`src/rtl/shift_reg_univ_pkg.sv`:
```
// Shared definitions for the universal shift register: mode encodings,
// the per-bit next-state select, and the mode-to-select mapping.
package shift_reg_pkg;

  localparam logic [2:0] MODE_HOLD  = 3'b000;
  localparam logic [2:0] MODE_LOAD  = 3'b001;
  localparam logic [2:0] MODE_SHL   = 3'b010;
  localparam logic [2:0] MODE_SHR   = 3'b011;
  localparam logic [2:0] MODE_ROTL  = 3'b100;
  localparam logic [2:0] MODE_ROTR  = 3'b101;
  localparam logic [2:0] MODE_CLEAR = 3'b110;
  localparam logic [2:0] MODE_RSVD  = 3'b111;

  // Per-bit source select. SEL_LEFT takes the lower neighbour (left
  // shift/rotate), SEL_RIGHT takes the upper neighbour (right shift/rotate).
  typedef enum logic [2:0] {
    SEL_HOLD  = 3'd0,
    SEL_PAR   = 3'd1,
    SEL_LEFT  = 3'd2,
    SEL_RIGHT = 3'd3,
    SEL_RST   = 3'd4
  } cell_sel_e;

  // Shift and rotate share a select; they differ only in what the top
  // level feeds into the end bits.
  function automatic cell_sel_e mode_to_sel(input logic [2:0] mode);
    cell_sel_e sel;
    case (mode)
      MODE_LOAD:             sel = SEL_PAR;
      MODE_SHL, MODE_ROTL:   sel = SEL_LEFT;
      MODE_SHR, MODE_ROTR:   sel = SEL_RIGHT;
      MODE_CLEAR:            sel = SEL_RST;
      default:               sel = SEL_HOLD;
    endcase
    return sel;
  endfunction

endpackage

```
`src/rtl/shift_reg_univ_if.sv`:
```
// Control/data bundle for shift_reg_univ. The master drives controls and
// data; the slave (the register) returns its contents and status.
interface shift_reg_univ_if #(parameter int WIDTH = 8);

  logic             en;
  logic [2:0]       mode;
  logic [WIDTH-1:0] d;
  logic             sin_r;
  logic             sin_l;
  logic [WIDTH-1:0] q;
  logic             sout_l;
  logic             sout_r;
  logic             zero;

  modport master (
    output en, mode, d, sin_r, sin_l,
    input  q, sout_l, sout_r, zero
  );

  modport slave (
    input  en, mode, d, sin_r, sin_l,
    output q, sout_l, sout_r, zero
  );

endinterface

```
`src/rtl/shift_reg_univ_cell.sv`:
```
// One bit slice of the universal shift register: source mux followed by a
// synchronous-reset, enabled D flip-flop.
module shift_cell
  import shift_reg_pkg::*;
(
  input  logic      clk,
  input  logic      rst,
  input  logic      rst_bit,
  input  logic      en,
  input  cell_sel_e sel,
  input  logic      par,
  input  logic      left,
  input  logic      right,
  output logic      q
);

  logic d_next;

  // Select the next value of this bit from the chosen source.
  always_comb begin
    d_next = q;
    case (sel)
      SEL_PAR:   d_next = par;
      SEL_LEFT:  d_next = left;
      SEL_RIGHT: d_next = right;
      SEL_RST:   d_next = rst_bit;
      default:   d_next = q;
    endcase
  end

  // Storage bit: reset dominates, then enable gates the update.
  always_ff @(posedge clk) begin
    if (rst) begin
      q <= rst_bit;
    end else if (en) begin
      q <= d_next;
    end
  end

endmodule

```
`src/rtl/shift_reg_univ.sv`:
```
// Parametrised universal shift register built from WIDTH shift_cell slices.
// Hold, load, shift left/right, rotate left/right and clear.
module shift_reg_univ
  import shift_reg_pkg::*;
#(
  parameter int               WIDTH   = 8,
  parameter logic [WIDTH-1:0] RST_VAL = '0
) (
  input  logic               clk,
  input  logic               rst,
  shift_reg_univ_if.slave    bus
);

  logic [WIDTH-1:0] q_int;
  cell_sel_e        sel;
  logic             lsb_in;
  logic             msb_in;

  // Mode decode and end-bit feeds: rotates wrap the opposite end, shifts
  // take the serial inputs. With WIDTH=1 a rotate feeds the bit to itself.
  always_comb begin
    sel    = mode_to_sel(bus.mode);
    lsb_in = (bus.mode == MODE_ROTL) ? q_int[WIDTH-1] : bus.sin_r;
    msb_in = (bus.mode == MODE_ROTR) ? q_int[0]       : bus.sin_l;
  end

  for (genvar i = 0; i < WIDTH; i++) begin : g_bit
    logic left_in;
    logic right_in;

    if (i == 0) begin : g_lsb
      assign left_in = lsb_in;
    end else begin : g_lmid
      assign left_in = q_int[i-1];
    end

    if (i == WIDTH-1) begin : g_msb
      assign right_in = msb_in;
    end else begin : g_rmid
      assign right_in = q_int[i+1];
    end

    shift_cell u_cell (
      .clk     (clk),
      .rst     (rst),
      .rst_bit (RST_VAL[i]),
      .en      (bus.en),
      .sel     (sel),
      .par     (bus.d[i]),
      .left    (left_in),
      .right   (right_in),
      .q       (q_int[i])
    );
  end

  assign bus.q      = q_int;
  assign bus.sout_l = q_int[WIDTH-1];
  assign bus.sout_r = q_int[0];
  assign bus.zero   = (q_int == '0);

endmodule

```
`src/flat_wrapper.sv`:
```
// flat-port wrapper written by rule: the top's interface ports become plain ports
module shift_reg_univ_flat import shift_reg_pkg::*;
#(
  parameter int               WIDTH   = 8,
  parameter logic [WIDTH-1:0] RST_VAL = '0
)
  (clk, rst, bus_en, bus_mode, bus_d, bus_sin_r, bus_sin_l, bus_q, bus_sout_l, bus_sout_r, bus_zero);
  shift_reg_univ_if #(.WIDTH(WIDTH)) bus_i ();
  input  logic clk;
  input  logic rst;
  input wire logic [$bits(bus_i.en)-1:0] bus_en;
  input wire logic [$bits(bus_i.mode)-1:0] bus_mode;
  input wire logic [$bits(bus_i.d)-1:0] bus_d;
  input wire logic [$bits(bus_i.sin_r)-1:0] bus_sin_r;
  input wire logic [$bits(bus_i.sin_l)-1:0] bus_sin_l;
  output wire logic [$bits(bus_i.q)-1:0] bus_q;
  output wire logic [$bits(bus_i.sout_l)-1:0] bus_sout_l;
  output wire logic [$bits(bus_i.sout_r)-1:0] bus_sout_r;
  output wire logic [$bits(bus_i.zero)-1:0] bus_zero;
  assign bus_i.en = bus_en;
  assign bus_i.mode = bus_mode;
  assign bus_i.d = bus_d;
  assign bus_i.sin_r = bus_sin_r;
  assign bus_i.sin_l = bus_sin_l;
  assign bus_q = bus_i.q;
  assign bus_sout_l = bus_i.sout_l;
  assign bus_sout_r = bus_i.sout_r;
  assign bus_zero = bus_i.zero;
  shift_reg_univ #(.WIDTH(WIDTH), .RST_VAL(RST_VAL)) u_core (.clk(clk), .rst(rst), .bus(bus_i));
endmodule
```
`config.mk`:
```
export PLATFORM = sky130hd
export DESIGN_NAME = shift_reg_univ_flat
export DESIGN_NICKNAME = d
export VERILOG_FILES = /design/src/rtl/shift_reg_univ_pkg.sv /design/src/rtl/shift_reg_univ_if.sv /design/src/rtl/shift_reg_univ_cell.sv /design/src/rtl/shift_reg_univ.sv /design/src/flat_wrapper.sv
export SDC_FILE = /design/constraint.sdc
export NUM_CORES = 1
export LEC_CHECK = 0
export ABC_CLOCK_PERIOD_IN_PS = 1400
export CAP_MARGIN = 20
export CORE_MARGIN = 4
export CORE_UTILIZATION = 39
export DETAILED_ROUTE_END_ITERATION = 8
export PLACE_DENSITY = 0.72
export SYNTH_ARGS = -nofsm -noshare
export SYNTH_HDL_FRONTEND = slang
export SYNTH_SLANG_ARGS = --single-unit
```
`constraint.sdc`:
```
create_clock -name clk -period 1.4 [get_ports clk]
set_input_delay 0.28 -clock clk [delete_from_list [all_inputs] [get_ports clk]]
set_output_delay 0.28 -clock clk [all_outputs]
set_load 0.005 [all_outputs]
```
Word-level counts from Yosys, hierarchy flattened
Index checks and enable logic that the tools add are counted.
W data, S select, Z words.
{ "totals": {"register_bits": 8, "elab_cells": 34} }
{ "classes": {"eq_ne": 10, "reduce_logical": 5, "mux": 11} }
{ "op_table": {"columns": ["op", "count"], "rows": [
  ["$pmux W1 S4", 8],
  ["$eq A3 B2 Y1 const B", 4],
  ["$eq A3 B3 Y1 const B", 4],
  ["$pmux W3 S4", 1],
  ["$logic_not A8 Y1", 1],
  ["$eq A3 B1 Y1 const B", 2],
  ["$reduce_bool A4 Y1", 1],
  ["$reduce_or A2 Y1", 2],
  ["$mux W1", 2],
  ["$reduce_and A2 Y1", 1]
]} }

Longest topological paths before layout
Gate-level depths: netlist (run 1).
{ "logic_depth": {"depth_word": 6, "ltp_mapped": 7, "depth_no_buf": 4} }

Modules after synthesis
A second synthesis (run 1) with hierarchy kept.
{ "hier_totals": {"hier_cells": 116, "hier_area_um2": 1043.5} }
{ "by_module_without_submodules": {"columns": ["mod", "instances", "seq_area_each_um2", "area_each_um2", "cells_each"], "rows": [
  ["shift_cell", 8, 30.0, 112.6, 12],
  ["shift_reg_univ", 1, 0.0, 142.6, 20]
]} }

Least setup slack after synthesis (run 1)
OpenSTA, ideal clock, no wires.
{ "synth_timing": {"path_type": "input-to-reg", "from": "in bus_mode[2]", "to": "reg u_core.g_bit[4].u_cell.q", "arrival_time_ps": 1266, "required_time_ps": 1262, "setup_slack_ps": -4, "path_stages": 7, "path_buffers": 3, "cell_sequence": "buf_6 > or3_1 > and3_1 > buf_6 > buf_6 > nor2_1 > a211oi_2"} }
{ "synth_between": {"elab_chain_cells": 6, "word_cells_on_any_way": 16} }
{ "synth_lines": {"columns": ["item", "line_no", "source"], "rows": [
  ["start, declared", "flat_wrapper.sv:12", "input wire logic [$bits(bus_i.mode)-1:0] bus_mode;"],
  ["$eq A3 B2 Y1 or $eq A3 B3 Y1 (tied branches)", "shift_reg_univ_pkg.sv:28", "case (mode)"],
  ["$reduce_or A2 Y1", "shift_reg_univ_pkg.sv:28", null],
  ["$pmux W3 S4 (*)", "shift_reg_univ_pkg.sv:28", null],
  ["$eq A3 B3 Y1 (tied with other cells)", "shift_reg_univ_cell.sv:22", "case (sel)"],
  ["$reduce_bool A4 Y1 (no line)", null, null],
  ["$reduce_and A2 Y1 (no line)", null, null],
  ["end signal, assigned", "shift_reg_univ_cell.sv:34", "q <= rst_bit;"],
  ["end signal, assigned", "shift_reg_univ_cell.sv:36", "q <= d_next;"],
  ["end, declared", "shift_reg_univ_cell.sv:14", "output logic q"]
]} }
Every way passes the cells marked *; elsewhere a longest branch is shown, timed or not.
A chain may end at the register's enable or synchronous reset.

Worst setup path in the final report (run 1)
{ "layout_timing": {"from": "reg u_core.g_bit[6].u_cell.q", "to": "out bus_zero"} }
{ "layout_between": {"elab_chain_cells": 1} }
{ "layout_lines": {"columns": ["item", "line_no", "source"], "rows": [
  ["start, declared", "shift_reg_univ_cell.sv:14", null],
  ["start signal, assigned", "shift_reg_univ_cell.sv:34", null],
  ["start signal, assigned", "shift_reg_univ_cell.sv:36", null],
  ["$logic_not A8 Y1", "shift_reg_univ.sv:59", "assign bus.zero = (q_int == '0);"],
  ["end, declared", "flat_wrapper.sv:19", "output wire logic [$bits(bus_i.zero)-1:0] bus_zero;"]
]} }
Every way passes these cells.

==> results of run 1 <==
logic make-up after synthesis:
group | Yosys count | share of synthesized area [%]
and+or+nand+nor | 35 | 21.4
AOI/OAI and AO/OA | 27 | 30.7
buffers and inverters | 18 | 17.4
DFF | 8 | 22.1
muxes | 6 | 8.29
repair_timing:
action                                  CTS  global route
endpoints found under the setup margin   19             1
setup buffers                             0             0
hold endpoints to repair                  0             0
gates cloned                              1             0
resized for setup                        27             3
pin swaps                                 2             2
per-layer routing:
layer | up-vias | routed length (µm) | track usage [%] | share of wire (%)
met2 | 27 | 993 | 27.7 | 49
met5 | - | 0 | 0 | 0
li1 | 392 | - | - | -
met3 | 4 | 97 | 3.50 | 4.7
met4 | 0 | 29 | 8.52 | 1.4
met1 | 356 | 926 | 20.8 | 45
critical path, stage by stage (launching register included):
cell     delay (ns)
dfxtp_1        0.31
or4_4          0.53
nor2_2         0.12
buf_2          0.12
final timing paths:
check,start,endpoint,slack [ns],cells past startpoint
min reg2reg,u_core.g_bit[7].u_cell.q,u_core.g_bit[7].u_cell.q,0.64,3
max,u_core.g_bit[6].u_cell.q,bus_zero,-0.21,3
min,u_core.g_bit[7].u_cell.q,u_core.g_bit[7].u_cell.q,0.64,3
max reg2reg,u_core.g_bit[1].u_cell.q,u_core.g_bit[2].u_cell.q,0.19,5
layout make-up:
| class | instances | area (µm²) | area share, % |
|---|---|---|---|
| Inverter | 1 | 3.75 | 0.343 |
| Timing Repair Buffer | 45 | 412 | 37.6 |
| Tap cell | 25 | 31.3 | 2.86 |
| Multi-Input combinational cell | 68 | 459 | 42.0 |
| Sequential cell | 8 | 165 | 15.1 |
| Clock buffer | 3 | 22.5 | 2.06 |
power by group:
part	leakage (nW)	total, mW	switching [mW]	internal [mW]
clock network	0.0138	0.174	0.0763	0.0980
registers	0.0675	0.261	0.0113	0.249
logic	0.393	0.337	0.152	0.185
total	0.474	0.772	0.239	0.533
cells in the final DEF (no fill, tap or decap), types with 3 or more instances in the layout:
cell and instances:
a211oi_1 6, a211oi_2 6, a21oi_1 7, buf_4 14, clkbuf_4 3, clkdlybuf4s50_1 12, dfxtp_1 4, dfxtp_2 4
dlygate4sd2_1 13, mux2i_1 5, nand2_1 3, nand3_1 3, nor2_1 20
metrics by stage:
| step | instances | instance area (µm²) | setup WS [ns] | setup TNS [ns] | utilization, % |
|---|---|---|---|---|---|
| floorplan | 94 | 724 | -0.00390 | -0.0117 | - |
| global placement | 146 | 1050 | -0.370 | -3.20 | 60.4 |
| detailed placement | 146 | 1050 | -0.418 | -3.41 | 60.4 |
| CTS | 150 | 1090 | -0.211 | -0.211 | 62.2 |
| global route | 150 | 1090 | -0.238 | -0.238 | 62.7 |
| finish | 150 | 1090 | -0.212 | -0.212 | 62.7 |
==> summary.md, run 1 <==
| Metric | Value |
|---|---|
| Post-synth EDFFs | `0` |
| HPWL after DPL | `1560 µm` |
| Hold slack | `0.643 ns` |
| RSZ-0062 raised after global routing | `yes` |
| Vias in the first global route | `772` |
| Synth Instances | `94` |
| Post-Route WL | `2050 µm` |
| Die area | `2610 µm²` |
| Area contributors post-synth | `dfxtp_1, nor2_1, a211oi_2, buf_4, mux2i_1` |
| Core area | `1750 µm²` |
| Req. time, crit path | `1.12 ns` |
| Async SR Flop Fraction | `0%` |
| Global Route Usage Sum | `16.9%` |
| Leakage | `0.474 nW` |
| Yosys top cell by area | `dfxtp_1` |
| Syn Nets | `110` |
| Top_reg_cell synth | `dfxtp_1` |
| Clock insertion delay at the later pin of the skew report | `0.25 ns` |
| Top flop regs | `u_core.g_bit.u_cell.q: 8 flops` |
| Antenna diode count | `0` |
| Most common cell in the netlist | `nor2_1` |
| Avg WL per Cell | `13.6 µm` |
| Worst slew pin tran | `0.261 ns` |
| Global-route wire length before repair | `3330 µm` |
| Clock edge transition at the registers on the reported setup and hold paths | `0.05 ns` |
| Worst Path Arrival | `1.33 ns` |
| Max VDD drop | `0.495 mV` |
| Top cells by count, synth | `nor2_1, buf_4, dfxtp_1, a21oi_1` |
| Via count | `779` |
| Buffer levels on the longest clock path | `2` |
| Seq/Total Area, Yosys | `22.1%` |
| Gr ovfl total | `0` |
| Largest net degree at the start of global routing | `18` |
| Largest register by flop count | `u_core.g_bit.u_cell.q` |
| Clock skew | `0.00319 ns` |
| Setup slack after layout | `-0.212 ns` |
| Hold WC Path Type | `register to register` |
| Slew HR | `82.5%` |
| Layout cells sized above 1 | `32.8%` |
| CP endpoint kind | `output pin` |
| Initial Utilization | `41.5%` |
| Crit Path Max Fanout | `2` |
| ANT nets after route | `0` |
| I/O pin total | `27` |
| Fill cells | `172` |
| Final setup fails | `1` |
| Period minus WS final | `1.61 ns` |
| Num Clock Sinks | `8` |
| Initial antenna violation count | `0` |
| # hold bufs at CTS | `0` |
| Fin nets | `143` |
| Number of flip-flops in the largest register | `8` |
| Die X-Extent | `51.1 µm` |
| Post-synth top area share | `22.1%` |
| P&R area growth vs syn | `51.0%` |
| Fin. max-slew vios | `0` |
| Cell Pwr Density | `706 nW/µm²` |
| Power Total | `0.772 mW` |
| Final hold vios | `0` |
| CTS tree | `yes` |
| #FFs+latches synth | `8` |
| Startpoint Class | `register` |
| GPL Wtd Cong | `0.792` |
| Max-Cap Viols | `0` |
| Max Fclk | `620 MHz` |
| H-tree Lvls | `1` |
| Status | `finished, violations left` |
| CTS Buf Count | `3` |
| Period utilization | `115%` |
| First-iteration detailed-routing DRC count | `21` |
| DRC violation count after routing | `0` |
| Failing checks | `negative setup slack` |
| Ys Warns | `0` |
| Rows | `15` |
| Clock Root Buffer | `clkbuf_4` |
| Syn avg cell area | `7.71 µm²` |
| Unique masters post-synth | `26` |
| Post-Synthesis Cell Area | `724 µm²` |
| Die height | `51.1 µm` |
| Drt pass-1 iters | `4` |
| Buffers on Ports | `26` |
| Worst Path Class, Setup | `register to output pin` |
| Vias per cell | `5.19` |
Note: power is estimated with default switching activity, not from simulation.
==> inputs of run 2 (changes only) <==
--- a/config.mk
+++ b/config.mk
@@ -14,3 +14,4 @@
 export SYNTH_ARGS = -nofsm -noshare
 export SYNTH_HDL_FRONTEND = slang
 export SYNTH_SLANG_ARGS = --single-unit
+export TNS_END_PERCENT = 100
==> results of run 2 <==
Same layout as run 1: the final DEF is identical, and so are final timing and power.
